**src/rtl/mem_pkg.sv**
```systemverilog
`default_nettype none
// +----------------------------------------------------------------------+
// | mem_pkg: funct3 codes, FSM encodings and memory-window defaults      |
// | shared by the load/store unit.           Revision: 1.0                |
// +----------------------------------------------------------------------+
package mem_pkg;

   localparam logic [31:0] BASE_WORD_DEF   = 32'hC00;
   localparam int unsigned DEPTH_WORDS_DEF = 256;

   localparam logic [2:0] F3_LB  = 3'b000;
   localparam logic [2:0] F3_LH  = 3'b001;
   localparam logic [2:0] F3_LW  = 3'b010;
   localparam logic [2:0] F3_LBU = 3'b100;
   localparam logic [2:0] F3_LHU = 3'b101;
   localparam logic [2:0] F3_SB  = 3'b000;
   localparam logic [2:0] F3_SH  = 3'b001;
   localparam logic [2:0] F3_SW  = 3'b010;

   localparam logic [2:0] ST_IDLE   = 3'd0;
   localparam logic [2:0] ST_LOAD   = 3'd1;
   localparam logic [2:0] ST_WRITE  = 3'd2;
   localparam logic [2:0] ST_RMW_RD = 3'd3;
   localparam logic [2:0] ST_RMW_WR = 3'd4;
   localparam logic [2:0] ST_RESP   = 3'd5;

   function automatic logic f3_illegal(input logic store, input logic [2:0] f3);
      if (store)
         return !(f3 == F3_SB || f3 == F3_SH || f3 == F3_SW);
      return (f3 == 3'b011 || f3 == 3'b110 || f3 == 3'b111);
   endfunction

endpackage
`default_nettype wire

```
**src/rtl/mem_lsu_align.sv**
```systemverilog
`default_nettype none
// +----------------------------------------------------------------------+
// | mem_lsu_align: byte/half lane extract+extend for loads and lane      |
// | merge for sub-word stores.               Revision: 1.0                |
// +----------------------------------------------------------------------+
module mem_lsu_align
   import mem_pkg::*;
(
   input  logic [2:0]  i_funct3,
   input  logic [1:0]  i_offset,
   input  logic [31:0] i_word,
   input  logic [31:0] i_wdata,
   output logic [31:0] o_load_data,
   output logic [31:0] o_store_word
);

   logic [7:0]  w_byte_sel;
   logic [15:0] w_half_sel;

   always_comb begin
      w_byte_sel = i_word[7:0];
      case (i_offset)
         2'd1:    w_byte_sel = i_word[15:8];
         2'd2:    w_byte_sel = i_word[23:16];
         2'd3:    w_byte_sel = i_word[31:24];
         default: w_byte_sel = i_word[7:0];
      endcase
      w_half_sel = i_offset[1] ? i_word[31:16] : i_word[15:0];
   end

   always_comb begin
      o_load_data = i_word;
      case (i_funct3)
         F3_LB:   o_load_data = {{24{w_byte_sel[7]}}, w_byte_sel};
         F3_LBU:  o_load_data = {24'h0, w_byte_sel};
         F3_LH:   o_load_data = {{16{w_half_sel[15]}}, w_half_sel};
         F3_LHU:  o_load_data = {16'h0, w_half_sel};
         default: o_load_data = i_word;
      endcase
   end

   // Untouched lanes keep the word read back during RMW_RD.
   always_comb begin
      o_store_word = i_word;
      case (i_funct3[1:0])
         2'b00: begin
            case (i_offset)
               2'd0:    o_store_word[7:0]   = i_wdata[7:0];
               2'd1:    o_store_word[15:8]  = i_wdata[7:0];
               2'd2:    o_store_word[23:16] = i_wdata[7:0];
               default: o_store_word[31:24] = i_wdata[7:0];
            endcase
         end
         2'b01: begin
            if (i_offset[1])
               o_store_word[31:16] = i_wdata[15:0];
            else
               o_store_word[15:0]  = i_wdata[15:0];
         end
         default: o_store_word = i_wdata;
      endcase
   end

endmodule
`default_nettype wire

```
**src/rtl/mem_lsu.sv**
```systemverilog
`default_nettype none
// +----------------------------------------------------------------------+
// | mem_lsu: RV32I load/store unit for a word-organised data memory,     |
// | with read-modify-write for SB/SH.        Revision: 1.0                |
// +----------------------------------------------------------------------+
module mem_lsu
   import mem_pkg::*;
#(
   parameter logic [31:0] BASE_WORD   = BASE_WORD_DEF,
   parameter int unsigned DEPTH_WORDS = DEPTH_WORDS_DEF
)(
   input  logic        i_clk,
   input  logic        i_reset,
   input  logic        i_req_valid,
   output logic        o_req_ready,
   input  logic        i_req_store,
   input  logic [2:0]  i_req_funct3,
   input  logic [31:0] i_req_addr,
   input  logic [31:0] i_req_wdata,
   output logic        o_rsp_valid,
   output logic [31:0] o_rsp_rdata,
   output logic        o_rsp_err,
   output logic        o_mem_memread,
   output logic        o_mem_memwrite,
   output logic [31:0] o_mem_address,
   output logic [31:0] o_mem_write_data,
   input  logic [31:0] i_mem_read_data
);

   localparam logic [31:0] END_WORD = BASE_WORD + DEPTH_WORDS;

   logic [2:0]  state_q,  state_d;
   logic        store_q,  store_d;
   logic [2:0]  funct3_q, funct3_d;
   logic [31:0] addr_q,   addr_d;
   logic [31:0] wdata_q,  wdata_d;
   logic [31:0] merge_q,  merge_d;
   logic [31:0] rdata_q,  rdata_d;
   logic        err_q,    err_d;

   logic [31:0] w_word_idx;
   logic        w_misalign;
   logic        w_out_range;
   logic        w_req_err;
   logic [31:0] w_align_word;
   logic [31:0] w_load_data;
   logic [31:0] w_store_word;
   logic        w_mem_active;

   assign w_word_idx  = {2'b00, i_req_addr[31:2]};
   assign w_out_range = (w_word_idx < BASE_WORD) || (w_word_idx >= END_WORD);
   assign w_misalign  = ((i_req_funct3[1:0] == 2'b01) && i_req_addr[0])
                     || ((i_req_funct3[1:0] == 2'b10) && (i_req_addr[1:0] != 2'b00));
   assign w_req_err   = f3_illegal(i_req_store, i_req_funct3) || w_misalign || w_out_range;

   // LOAD extracts from the live read data; RMW_WR merges into the captured word.
   assign w_align_word = (state_q == ST_RMW_WR) ? merge_q : i_mem_read_data;

   mem_lsu_align u_align (
      .i_funct3     (funct3_q),
      .i_offset     (addr_q[1:0]),
      .i_word       (w_align_word),
      .i_wdata      (wdata_q),
      .o_load_data  (w_load_data),
      .o_store_word (w_store_word)
   );

   always_comb begin
      state_d  = state_q;
      store_d  = store_q;
      funct3_d = funct3_q;
      addr_d   = addr_q;
      wdata_d  = wdata_q;
      merge_d  = merge_q;
      rdata_d  = rdata_q;
      err_d    = err_q;
      case (state_q)
         ST_IDLE: begin
            if (i_req_valid) begin
               store_d  = i_req_store;
               funct3_d = i_req_funct3;
               addr_d   = i_req_addr;
               wdata_d  = i_req_wdata;
               if (w_req_err) begin
                  rdata_d = 32'h0;
                  err_d   = 1'b1;
                  state_d = ST_RESP;
               end else if (!i_req_store)
                  state_d = ST_LOAD;
               else if (i_req_funct3 == F3_SW)
                  state_d = ST_WRITE;
               else
                  state_d = ST_RMW_RD;
            end
         end
         ST_LOAD: begin
            rdata_d = w_load_data;
            err_d   = 1'b0;
            state_d = ST_RESP;
         end
         ST_RMW_RD: begin
            merge_d = i_mem_read_data;
            state_d = ST_RMW_WR;
         end
         ST_WRITE, ST_RMW_WR: begin
            rdata_d = 32'h0;
            err_d   = 1'b0;
            state_d = ST_RESP;
         end
         default: state_d = ST_IDLE;
      endcase
   end

   always_ff @(posedge i_clk or posedge i_reset) begin
      if (i_reset) begin
         state_q  <= ST_IDLE;
         store_q  <= 1'b0;
         funct3_q <= 3'b000;
         addr_q   <= 32'h0;
         wdata_q  <= 32'h0;
         merge_q  <= 32'h0;
         rdata_q  <= 32'h0;
         err_q    <= 1'b0;
      end else begin
         state_q  <= state_d;
         store_q  <= store_d;
         funct3_q <= funct3_d;
         addr_q   <= addr_d;
         wdata_q  <= wdata_d;
         merge_q  <= merge_d;
         rdata_q  <= rdata_d;
         err_q    <= err_d;
      end
   end

   assign w_mem_active = (state_q == ST_LOAD) || (state_q == ST_WRITE)
                      || (state_q == ST_RMW_RD) || (state_q == ST_RMW_WR);

   assign o_req_ready      = (state_q == ST_IDLE);
   assign o_rsp_valid      = (state_q == ST_RESP);
   assign o_rsp_rdata      = rdata_q;
   assign o_rsp_err        = err_q;
   assign o_mem_memread    = (state_q == ST_LOAD) || (state_q == ST_RMW_RD);
   assign o_mem_memwrite   = (state_q == ST_WRITE) || (state_q == ST_RMW_WR);
   assign o_mem_address    = w_mem_active ? {2'b00, addr_q[31:2]} : 32'h0;
   assign o_mem_write_data = (state_q == ST_WRITE)  ? wdata_q      :
                             (state_q == ST_RMW_WR) ? w_store_word : 32'h0;

   // store_q is kept for debug visibility of the in-flight request type.
   logic w_unused;
   assign w_unused = store_q;

endmodule
`default_nettype wire

```
**config.mk**
```make
export PLATFORM = sky130hd
export DESIGN_NAME = mem_lsu
export DESIGN_NICKNAME = d
export VERILOG_FILES = /design/src/rtl/mem_pkg.sv /design/src/rtl/mem_lsu_align.sv /design/src/rtl/mem_lsu.sv
export SDC_FILE = /design/constraint.sdc
export NUM_CORES = 1
export LEC_CHECK = 0
export CAP_MARGIN = 20
export CORE_MARGIN = 5
export CORE_UTILIZATION = 52
export CTS_BUF_LIST = sky130_fd_sc_hd__clkbuf_16
export CTS_CLUSTER_SIZE = 28
export DETAILED_ROUTE_END_ITERATION = 6
export GPL_TIMING_DRIVEN = 0
export PLACE_DENSITY = 0.88
export SLEW_MARGIN = 20
export SYNTH_ARGS = -nofsm -noshare
export SYNTH_HDL_FRONTEND = slang
export SYNTH_SLANG_ARGS = --single-unit
```
**constraint.sdc**
```tcl
create_clock -name i_clk -period 10.8 [get_ports i_clk]
set_input_delay 2.7 -clock i_clk [delete_from_list [all_inputs] [get_ports i_clk]]
set_output_delay 2.7 -clock i_clk [all_outputs]
set_load 0.005 [all_outputs]
```
==> metrics.md, run 1 <==
| Metric | Value |
|---|---|
| Worst setup margin | 3.70 ns |
| Crit. End Element | output port |
| Met1 Wirelength | 9490 µm |
| RSZ-0062 raised after global routing | false |
| Mean post-synth cell area | 9.12 µm² |
| Switching Share | 39.2% |
| VDD IR max | 144 µV |
| Max_cap viols | 0 |
| Post-route DRC violation count | 26 |
| Antenna-violating nets left | 0 |
| Die Ht | 127 µm |
| Slew @ Worst Pin | 1.14 ns |
| Period utilisation layout | 65.8% |
| WL met3 | 2680 µm |
| Area leader, netlist | dfrtp_1 |
| Reg-to-Reg Start | addr_q[1] |
| Largest net degree at the start of global routing | 72 |
| Routed wl met2 | 11500 µm |
| Clk_skew | 0.00890 ns |
| Drt total wl | 24700 µm |
| Via count | 7146 |
| Worst-Skew Late Latency | 0.43 ns |
| Gr usage total | 30.4% |
| H-Tree Level Count | 4 |
| Synth warnings | 0 |
| Post-synthesis sequential area ratio | 47.3% |
| Net switching power | 1.07 mW |
| Critical path data arrival time | 4.40 ns |
| FF-to-FF setup slack | 8.03 ns |
| Max-slew violations | 0 |
| Die ar. | 0.0162 mm² |
| First-pass GRT wire length | 38300 µm |
| Share of cells above drive strength 1 | 8.84% |
| Reg-to-Reg End | o_rsp_rdata[5] |
| DR vias/cell | 5.98 |
| CTS Root Cell | clkbuf_16 |
| Startpoint Class | input pin |
| # port buffers | 201 |
| Failing checks | DRC |
| Top sig layer | met4 |
| Post-CTS setup buffer count | 0 |
| Detailed-placement wirelength estimate | 17700 µm |
| Post-Place Worst Slack | 3.78 ns |
| HP Class | reg -> reg |
| PD cells | 272 mW/mm² |
| Top cell type's share of synthesized area | 47.3% |
| Layout area overhead | 40.1% |
| Total core area | 0.0133 mm² |
| Clock Sinks | 135 |
| # IOs | 204 |
| Antenna violations before repair | 0 |
| GRT overflow | 0 |
| Netlist cell types | 49 |
| Clock buffer depth | 2 |
| Finished Cell Area | 0.0100 mm² |
| Final Util | 75.0% |
| Post-Syn Area | 0.00714 mm² |
| First-pass DRT Iterations | 7 |
| WL/cell | 20.7 µm |
| CTS tree | yes |
| Leakage power | 4.50 nW |
| Initial Util | 53.5% |
| Hold_buf cts | 0 |
| Row cnt | 42 |
| Layout fillers | 951 |
| WHS Path Cells | 2 |
| Die width | 127 µm |
| Sequential share of power | 30.0% |
| Final Power | 2.73 mW |
| Worst Setup SP | i_mem_read_data[30] |
| Post_cts resized | 0 |
| TritonCTS buffer count | 17 |
| Final #Nets | 1108 |
| Crit path kind | in -> out |
| Top cells by area, synth | dfrtp_1 47%, nand2_1 13%, mux2_2 3.6% |
| WP data required | 8.10 ns |
| DRT iter0 DRCs | 1174 |
| End of the critical path | o_mem_write_data[30] |
| Antenna cells | 0 |
| Vias in the first global route | 6998 |
| Setup_tns | 0 ns |
| Slew margin rel. | 24.1% |
| Logic pwr share | 48.2% |
| Internal power | 1.66 mW |
| Outcome | finished with violations |
| Final setup viols | 0 |
| Worst R2R Path Depth | 5 |
| Area after DPL | 0.00941 mm² |
| Gate Count Post-Synth | 783 |
| Clk pwr share | 21.7% |
| Count of final hold-check violations | 0 |
| Critical path fanouts, max | 3 |
| Max frequency | 141 MHz |
| Placer Congestion | 0.925 |
| Crit path time final | 7.10 ns |
| Worst-path clk slew | 0.06 ns |
| Synth Register Bits | 135 |
-- sequential cells by signal (all words and copies together) (netlist names) --
name / flops
addr_q: 32
merge_q: 32
o_rsp_rdata: 32
wdata_q: 32
funct3_q: 3
state_q: 3
o_rsp_err: 1
-- layer usage --
metal  global-route usage (%)  up-vias
met5                        0        -
met2                     47.8      453
met3                     7.60       92
met4                     12.2        0
li1                         -     3169
met1                     40.7     3432
-- power by group through the flow --
stage	combinational, mW	clock [mW]	sequential [mW]
2_1_floorplan	0.732	0	0.769
3_3_place_gp	1.25	0	0.809
3_5_place_dp	1.28	0	0.815
4_1_cts	1.30	0.590	0.811
5_1_grt	1.42	0.614	0.833
6_report	1.31	0.592	0.819
-- area by class of cell --
cell class	instances	area, µm²	share of cell area (%)
plain buffers	60	275	2.75
clock buffers	17	425	4.25
clock inverters	15	169	1.69
inverters	11	48.8	0.488
multi-input cells	578	3450	34.5
flip-flops and latches	135	3380	33.8
well taps	176	220	2.20
repair buffers	202	2040	20.4
-- Yosys cell counts (all sizes together) --
cell     count
mux2i       17
and4         1
buf         27
nor3         5
mux2        23
or3b         2
nor2        35
nand2      253
a21oi       51
and2        33
xor2         1
and3b        2
nor2b       12
o2bb2ai      2
nor4         5
o221ai       8
a222oi      15
nand4        2
a22o        15
nand2b       2
a211o        9
mux4         9
o22ai        1
nor3b        4
nor4b        1
nand3        1
a221oi       8
inv         11
o21bai       1
o2bb2a       8
conb         1
dfrtp      135
clkbuf      33
a221o       16
a41o         1
a32o         2
and3         3
o22a         1
or2          2
o21ai       25
-- critical path, cell delays in order --
cell             delay (ns)
clkdlybuf4s50_1        0.43
mux2i_1                0.37
o21ai_0                0.16
a22o_1                 0.28
clkdlybuf4s50_1        0.45
-- layout by cell type (no fill, tap or decap), types with 3 or more instances in the layout --
cell,synthesis,layout
a21oi_1,51,51
o221ai_1,8,8
and2_1,33,33
inv_8,0,3
buf_6,3,3
clkdlybuf4s50_1,0,201
a221o_1,16,16
a221oi_1,8,8
o2bb2a_1,8,8
buf_1,10,10
a222oi_1,15,15
nor2_1,35,35
mux2i_1,16,16
mux4_2,9,9
nor3_1,3,3
dfrtp_1,135,135
clkinvlp_4,0,5
a22o_1,15,15
inv_6,0,4
inv_1,11,10
buf_2,10,10
nor4_1,4,4
nand2_1,253,253
clkbuf_1,33,33
nor2b_1,12,12
clkbuf_16,0,17
and3_1,3,3
o21ai_0,25,25
nor3b_1,3,3
a211o_1,9,9
mux2_2,23,23
buf_4,4,4
-- per-stage QoR --
step,cells,hold slack [ns]
2_1_floorplan,784,0.437
3_3_place_gp,1161,0.450
3_5_place_dp,1162,0.454
4_1_cts,1194,0.469
5_1_grt,1194,0.479
6_report,1194,0.468
-- how the worst min path moves through the flow --
| stage | startpoint | endpoint | slack, ns |
|---|---|---|---|
| after floorplan | addr_q[10] | addr_q[10] | 0.44 |
| after global placement | addr_q[30] | addr_q[30] | 0.45 |
| after detailed placement | addr_q[25] | addr_q[25] | 0.45 |
| after CTS | addr_q[17] | addr_q[17] | 0.47 |
| after global routing | addr_q[9] | addr_q[9] | 0.48 |
| final | addr_q[15] | addr_q[15] | 0.47 |
-- cells by family after synthesis --
logic type	share of synthesized area [%]
other	0.0525
multiplexers	9.02
AO/OA/AOI/OAI	16.7
AND/OR/NAND/NOR	22.4
flip-flops	47.3
buffers and inverters	4.43
XOR/XNOR	0.123
Note: power is estimated with default switching activity, not from simulation.
==> run 2, diff against run 1 <==
--- a/config.mk
+++ b/config.mk
@@ -7,12 +7,12 @@
 export LEC_CHECK = 0
 export CAP_MARGIN = 20
 export CORE_MARGIN = 5
-export CORE_UTILIZATION = 52
+export CORE_UTILIZATION = 48
 export CTS_BUF_LIST = sky130_fd_sc_hd__clkbuf_16
 export CTS_CLUSTER_SIZE = 28
 export DETAILED_ROUTE_END_ITERATION = 6
 export GPL_TIMING_DRIVEN = 0
-export PLACE_DENSITY = 0.88
+export PLACE_DENSITY = 0.82
 export SLEW_MARGIN = 20
 export SYNTH_ARGS = -nofsm -noshare
 export SYNTH_HDL_FRONTEND = slang
==> constraint.sdc (replaced) <==
create_clock -name i_clk -period 7 [get_ports i_clk]
set_input_delay 1.75 -clock i_clk [delete_from_list [all_inputs] [get_ports i_clk]]
set_output_delay 1.75 -clock i_clk [all_outputs]
set_load 0.005 [all_outputs]
==> run 2 against run 1 <==
Net effect:
- the run now ends clean
- register-to-register slack got worse by 3.7 ns
- cell area is essentially flat
- clock skew is 0.0011 ns higher
- utilization is 6.3 points lower
- via count is 2.3% lower
- clock power rose by 54%
- hold slack worse by 0.0034 ns
- global-route usage fell by 2.5 points
- critical endpoint is now o_mem_write_data[29]
- largest cell class unchanged
==> metrics.md, run 2 (synthesized netlist as in run 1, its figures left out) <==
| Metric | Value |
|---|---|
| VDD IR max | 232 µV (+61%) |
| Post-route DRC violation count | 0 (-100%) |
| Final Power | 4.17 mW (+53%) |
| Commonest cells after routing, fill and taps aside | 253 x nand2_1, 201 x clkdlybuf4s50_1, 135 x dfrtp_1 |
| Finished Layout Cells | 1202 (+0.67%) |
| Die ar. | 0.0174 mm² (+7.7%) |
| Leakage power | 4.51 nW (about the same) |
| Critical path fanouts, max | 10 (+7) |
| TritonCTS buffer count | 17 (unchanged) |
| CTS Root Cell | clkbuf_16 |
| Largest net degree at the start of global routing | 70 (-2.8%) |
| DR vias/cell | 5.81 (-2.9%) |
| Reg-to-Reg Start | addr_q[1] |
| Crit. End Element | output port |
| Max_cap viols | 0 (unchanged) |
| Most common cell after layout, fill and taps aside | nand2_1 |
| Met1 Wirelength | 9870 µm (+4.0%) |
| First-pass GRT wire length | 38500 µm (+0.45%) |
| CTS tree | yes |
| Drt total wl | 24300 µm (-1.5%) |
| WL met3 | 2300 µm (-14%) |
| CP dominant cell by count | clkbuf_1 |
| # port buffers | 201 (unchanged) |
| Antenna cells | 0 (unchanged) |
| Setup_tns | 0 ns (unchanged) |
| Top sig layer | met4 |
| Die Ht | 132 µm (+3.8%) |
| Post_cts resized | 0 (unchanged) |
| Total core area | 0.0146 mm² (+9.3%) |
| Clock buffer depth | 2 (unchanged) |
| Critical path data arrival time | 3.56 ns (-0.84 ns) |
| Die width | 132 µm (+3.8%) |
| WP buf/inv | 3 (+1) |
| Layout fillers | 1142 (+20%) |
| Hold Slack | 0.464 ns (-0.00340 ns) |
| Placed cells | 1170 (+0.69%) |
| Largest delay contributor family on the critical path | buffers and inverters |
| Worst-Skew Late Latency | 0.44 ns (about the same) |
| Share of cells above drive strength 1 | 8.84% (unchanged) |
| Antenna violations before repair | 0 (unchanged) |
| CP Cell Sequence | clkbuf_1 -> nor3b_1 -> clkbuf_1 -> a222oi_1 -> o21ai_0 -> clkdlybuf4s50_1 |
| Crit-path slowest cell | nor3b_1 |
| Slew margin rel. | 29.0% (+4.9 points) |
| Crit path kind | reg -> out |
| HP Class | reg -> reg |
| Hold_buf cts | 0 (unchanged) |
| Period utilisation layout | 75.8% |
| Crit path time final | 5.31 ns |
| Initial Util | 49.0% (-4.6 points) |
| Startpoint Class | flip-flop |
| DRT iter0 DRCs | 991 (-16%) |
| Clock Sinks | 135 (unchanged) |
| Vias in the first global route | 7012 (+0.20%) |
| First-pass DRT Iterations | 7 (unchanged) |
| Slew @ Worst Pin | 1.06 ns (-0.0732 ns) |
| WL/cell | 20.2 µm (-2.2%) |
| Final #Nets | 1108 (unchanged) |
| Max-slew violations | 0 (unchanged) |
| Routed wl met2 | 11200 µm (-2.7%) |
| Clk_skew | 0.0100 ns (+0.00115 ns) |
| Hold wc startpoint | addr_q[3] |
| Post-Place Worst Slack | 1.85 ns (-1.93 ns) |
| Placer Congestion | 0.950 (+2.7%) |
| WP data required | 5.25 ns (-2.85 ns) |
| Antenna-violating nets left | 0 (unchanged) |
| Via count | 6985 (-2.3%) |
| Detailed-placement wirelength estimate | 17800 µm (+0.43%) |
| Outcome | finished, final reports clean |
| Gr usage total | 27.9% (-2.5 points) |
| Count of final hold-check violations | 0 (unchanged) |
| Post-CTS setup buffer count | 0 (unchanged) |
| Max frequency | 188 MHz |
| Worst setup margin | 1.69 ns (-2.01 ns) |
| PD cells | 417 mW/mm² (+53%) |
| Max incr delay on CP | 0.93 ns (+0.48 ns) |
| RSZ-0062 raised after global routing | false |
| Worst Setup SP | addr_q[1] |
| # IOs | 204 (unchanged) |
| Worst-path clk slew | 0.06 ns (about the same) |
| H-Tree Level Count | 4 (unchanged) |
| GRT overflow | 0 (unchanged) |
| Layout area overhead | 40.2% (about the same) |
| Final setup viols | 0 (unchanged) |
| Row cnt | 44 (+4.8%) |
run 2: layout make-up:
type	count	area (µm²)	share of cell area [%]
multi-input combinational	578	3450	34.5
timing repair buffer	202	2040	20.4
sequential	135	3380	33.7
clock inverter	15	168	1.67
buffer	60	275	2.75
clock buffer	17	425	4.25
inverter	11	48.8	0.487
tap	184	230	2.30
run 2: report_power, final:
group	internal, mW	leakage, nW	switching, mW	total, mW
combinational	0.987	2.57	1.02	2.00
clock	0.532	0.279	0.378	0.910
sequential	1.04	1.66	0.222	1.26
run 2: worst paths after layout:
check,to,slack [ns],depth (start not counted)
min in group asynchronous,o_rsp_rdata[25],1.76,2
max,o_mem_write_data[29],1.69,6
min,addr_q[3],0.46,2
max reg2reg,o_rsp_rdata[7],4.37,6
max in group asynchronous,wdata_q[0],4.55,3
min reg2reg,addr_q[3],0.46,2
run 2: metal layers:
metal	vias up	GRT usage, %
li1	3179	-
met1	3325	37.4
met2	410	43.5
met3	71	6.49
met4	0	11.9
met5	-	0
run 2: worst reg2reg max path, cell delays in order (launching register included):
cell	delay, ns
dfrtp_1	0.38
clkbuf_1	0.25
nor3b_1	0.93
or2_2	0.24
clkbuf_1	0.32
nand3_1	0.13
a32o_1	0.28
run 2: per-stage QoR:
stage | utilization [%] | cell area (µm²)
after global routing | 68.7 | 10000
after floorplan | - | 7150
after CTS | 68.7 | 10000
after detailed placement | 64.6 | 9420
after global placement | 64.3 | 9390
final | 68.7 | 10000
